===== src/rtl/instr_sequencer.sv =====
// Instruction sequencer: FIFO-buffered host words issued one at a time
// to the multicycle processor, with a done handshake and timeout watchdog.
module instr_sequencer #(
    parameter int DEPTH   = 8,
    parameter int TIMEOUT = 15
) (
    input  logic                       clock,
    input  logic                       resetn,
    input  logic                       in_valid,
    input  logic [15:0]                in_data,
    output logic                       in_ready,
    output logic [15:0]                iin,
    output logic                       run,
    input  logic                       done,
    output logic                       busy,
    output logic [$clog2(DEPTH):0]     count,
    output logic [7:0]                 issued,
    output logic                       err
);

    localparam int AW = $clog2(DEPTH);
    localparam int CW = AW + 1;

    typedef enum logic [1:0] {
        IDLE  = 2'd0,
        ISSUE = 2'd1,
        WAIT  = 2'd2
    } state_t;

    state_t         state, state_n;
    logic [15:0]    mem [DEPTH];
    logic [AW-1:0]  wptr, rptr;
    logic [7:0]     wcnt;
    logic           push, pop;
    logic           retire, timeout;
    logic           wcnt_clr, wcnt_inc;

    assign in_ready = (count < CW'(DEPTH));
    assign push     = in_valid && in_ready;
    assign run      = (state == ISSUE);
    assign busy     = (state != IDLE);

    always_comb begin
        state_n  = state;
        pop      = 1'b0;
        retire   = 1'b0;
        timeout  = 1'b0;
        wcnt_clr = 1'b0;
        wcnt_inc = 1'b0;
        unique case (state)
            IDLE: begin
                if (count != '0) begin
                    pop     = 1'b1;
                    state_n = ISSUE;
                end
            end
            ISSUE: begin
                wcnt_clr = 1'b1;
                state_n  = WAIT;
            end
            WAIT: begin
                // done takes priority over an expiring watchdog
                if (done) begin
                    retire = 1'b1;
                    if (count != '0) begin
                        pop     = 1'b1;
                        state_n = ISSUE;
                    end else begin
                        state_n = IDLE;
                    end
                end else if (wcnt == 8'(TIMEOUT - 1)) begin
                    timeout = 1'b1;
                    state_n = IDLE;
                end else begin
                    wcnt_inc = 1'b1;
                end
            end
            default: state_n = IDLE;
        endcase
    end

    always_ff @(posedge clock or negedge resetn) begin
        if (!resetn) begin
            state  <= IDLE;
            wptr   <= '0;
            rptr   <= '0;
            count  <= '0;
            iin    <= 16'h0000;
            wcnt   <= '0;
            issued <= '0;
            err    <= 1'b0;
        end else begin
            state <= state_n;
            if (push)
                wptr <= wptr + 1'b1;
            if (pop) begin
                rptr <= rptr + 1'b1;
                iin  <= mem[rptr];
            end
            unique case ({push, pop})
                2'b10:   count <= count + 1'b1;
                2'b01:   count <= count - 1'b1;
                default: count <= count;
            endcase
            if (wcnt_clr)
                wcnt <= '0;
            else if (wcnt_inc)
                wcnt <= wcnt + 1'b1;
            if (retire)
                issued <= issued + 1'b1;
            if (timeout)
                err <= 1'b1;
        end
    end

    // Storage needs no reset: occupancy alone decides what is valid
    always_ff @(posedge clock) begin
        if (push)
            mem[wptr] <= in_data;
    end

endmodule


===== config.mk =====
export PLATFORM = sky130hd
export DESIGN_NAME = instr_sequencer
export DESIGN_NICKNAME = d
export VERILOG_FILES = /design/src/rtl/instr_sequencer.sv
export SDC_FILE = /design/constraint.sdc
export NUM_CORES = 1
export LEC_CHECK = 0
export ABC_AREA = 1
export BUFFER_PORTS_ARGS = -buffer_cell sky130_fd_sc_hd__buf_4
export CAP_MARGIN = 20
export CORE_MARGIN = 4
export CORE_UTILIZATION = 43
export DETAILED_ROUTE_END_ITERATION = 8
export PLACE_DENSITY_LB_ADDON = 0.1
export SLEW_MARGIN = 20
export SYNTH_ARGS = -nofsm -noshare
export SYNTH_HDL_FRONTEND = slang
export SYNTH_SLANG_ARGS = --single-unit

===== constraint.sdc =====
create_clock -name clock -period 5.7 [get_ports clock]
set_input_delay 0.285 -clock clock [delete_from_list [all_inputs] [get_ports clock]]
set_output_delay 0.285 -clock clock [all_outputs]
set_load 0.01 [all_outputs]

==> flow_metrics.py <==
metrics = {
    "status": {
        "status": "finished, final reports clean",
    },
    "clocking": {
        "cts_max_level": 4,
        "clkTransAtPathRegs_ns": 0.07,
        "cts_tree": "done",
        "cts.sinks": 173,
        "numCtsBuffers": 17,
        "cts_resized": 0,
        "worstSkewPairLatency_ns": 0.43,
        "cts-root-buf": "clkbuf_16",
        "post_cts_buffers": 0,
        "clock_path_buffers": 2,
        "cts_hold_buffers": 1,
    },
    "job": {
        "cap_violations": 0,
    },
    "placed_design": {
        "post-dp-hpwl_microns": 9497,
        "dp.cells": 1019,
        "gp_congestion": 0.7745,
        "io_buffers": 51,
    },
    "grt": {
        "globalRouteTotalUtil_pct": 17.23,
        "grt_first_pass_wirelength_microns": 26430,
        "grt_overflow": 0,
        "grt_antenna_before_repair": 0,
        "grt_max_degree": 67,
        "grt_pass1_vias": 4905,
    },
    "setup_path": {
        "cp_max_fo": 66,
        "critPathKind": "flop to flop",
        "cp-end-kind": "flop",
        "required_ns": 6.02,
        "crit_arrival_ns": 2.99,
        "crit_path_start_kind": "flop",
    },
    "synthesis": {
        "synthDistinctLibCells": 31,
        "synth-seq-cells": 173,
        "synth_area_sq_mm": 0.007741,
        "syn_inst": 761,
        "ys_warn_count": 0,
        "avgSynthCellArea_sq_um": 10.17,
        "yosysSeqAreaShare_pct": 64.20,
        "syn_nets": 790,
    },
    "timing": {
        "hold_viol_final": 0,
        "slew_headroom_pct": 36.01,
        "slew_viol_final": 0,
        "timing.setup.tns_ns": 0,
        "worst_pin_slew_ns": 0.9598,
        "post-route-min-period_ns": 2.671,
        "grt_setup_unrepaired": "no",
        "timing.final.crit_share_pct": 46.85,
        "setup_viol": 0,
        "clock_skew_ns": 0.009270,
        "fmax_mhz": 374.4,
    },
    "floorplan": {
        "core_area_sq_mm": 0.01748,
        "die_w_microns": 142.2,
        "die_y_microns": 142.2,
        "rows": 48,
        "die-area_sq_mm": 0.02021,
        "initial_utilization_pct": 44.29,
        "num_io_pins": 52,
    },
    "finish": {
        "final_nets": 843,
        "drive_gt1_share_pct": 13.78,
        "area_growth_pct": 13.92,
        "antennaDiodeCount": 0,
        "final_cell_mix": "nand2_1, edfxtp_1, inv_1",
        "fin_cells": 1052,
        "layout_commonest_cell": "nand2_1",
    },
    "pwr": {
        "p_leak_uw": 0.004007,
        "power_density_mw_per_mm2": 502.5,
        "ir_drop_uv": 239.2,
    },
    "drt": {
        "postRouteAntennaNets": 0,
        "vias": 4978,
        "wl_microns": 16600,
        "first_pass_iters": 4,
        "wl_per_cell_microns": 15.78,
        "drt_iter0_markers": 282,
        "drc": 0,
        "viasPerCell": 4.732,
    },
    "min_path": {
        "min-delay-path-class": "input pin to flop",
    },
}
==> worst max-delay path, cell delays in order (launching register included) <==
cell and delay [ns]:
dfrtp_2 0.34, buf_4 0.58, clkinv_2 0.95, nand2_1 0.25
nand2_1 0.07, nand2_1 0.06, nand3_1 0.10, nand3_1 0.12
nand2_1 0.06
==> stage by stage <==
stage	setup slack [ns]	hold slack [ns]	util [%]	power [uW]	area [sq um]
after global routing	2.774	0.07579	50.46	4744	8818
after floorplan	3.615	-0.01059	-	2908	7741
after detailed placement	3.278	0.3634	47.10	3338	8232
after global placement	3.368	0.3553	47.10	3291	8232
after CTS	3.267	0.07366	50.45	4494	8817
final	3.029	0.09318	50.46	4431	8818
==> report_power, final <==
part	internal (uW)	leakage, uW	switching (uW)
sequential	1600	0.00173	159
combinational	537	0.00201	989
clock	652	0.000273	492
==> flip-flops by register name (all words and copies together) (netlist names) <==
| register | flops |
|---|---|
| iin | 16 |
| wptr | 3 |
| count | 4 |
| state | 2 |
| rptr | 3 |
| wcnt | 8 |
| mem | 128 |
| err | 1 |
| issued | 8 |
==> layer usage <==
| layer | up-vias | wire length, microns | track usage (%) |
|---|---|---|---|
| met4 | 0 | 181 | 6.162 |
| met5 | - | 0 | 0 |
| met3 | 8 | 903 | 4.066 |
| met2 | 115 | 8102 | 27.90 |
| met1 | 2328 | 7417 | 22.83 |
| li1 | 2527 | - | - |
==> cell type report <==
| cell class | count | area [sq um] |
|---|---|---|
| Tap cell | 225 | 281.5 |
| Clock inverter | 12 | 138.9 |
| Timing Repair Buffer | 62 | 467.9 |
| Sequential cell | 173 | 4971 |
| Clock buffer | 20 | 436.7 |
| Multi-Input combinational cell | 431 | 2032 |
| Fill cell | 1591 | 8658 |
| Inverter | 129 | 490.5 |
==> Yosys cell counts, drive strengths merged <==
library cell    n  share of area [%]
o21bai          1              0.097
nand3b          2               0.19
xor2            5               0.57
nor3            3               0.40
edfxtp        128                 50
nand2b          1              0.081
dfrtp          45                 15
nand4           1              0.081
or2             2               0.16
mux2            1               0.15
nor2           30                1.6
fa              1               0.26
xnor2           6               0.68
nand2         246                 12
inv           129                6.3
o21ai          12                1.0
nand3         112                7.2
buf            27                3.2
clkbuf          1              0.065
ha              8                1.3
==> kinds of logic (layout without fill, tap and decap cells) <==
group / after synthesis / in the layout / share of synthesized area, %
xor+xnor: 11 / 11 / 1.245
mux: 1 / 1 / 0.1455
compound gates: 13 / 13 / 1.115
simple gates: 397 / 397 / 22.19
flops: 173 / 173 / 64.20
fa+ha+maj: 9 / 9 / 1.552
buf+inv: 157 / 223 / 9.552
==> path summary, 6_finish.rpt <==
| check | start | endpoint | slack, ns | cells after the start |
|---|---|---|---|---|
| worst max-delay path | rptr[0] | iin[7] | 3.03 | 8 |
| min in group asynchronous | resetn | issued[0] | 0.43 | 2 |
| worst min-delay path | in_data[12] | mem[4][12] | 0.09 | 1 |
| max in group asynchronous | resetn | rptr[0] | 4.78 | 2 |
| worst min register to register | iin[2] | iin[2] | 0.48 | 2 |
| worst max register to register | rptr[0] | iin[7] | 3.03 | 8 |
(Power assumes the default switching activity.)
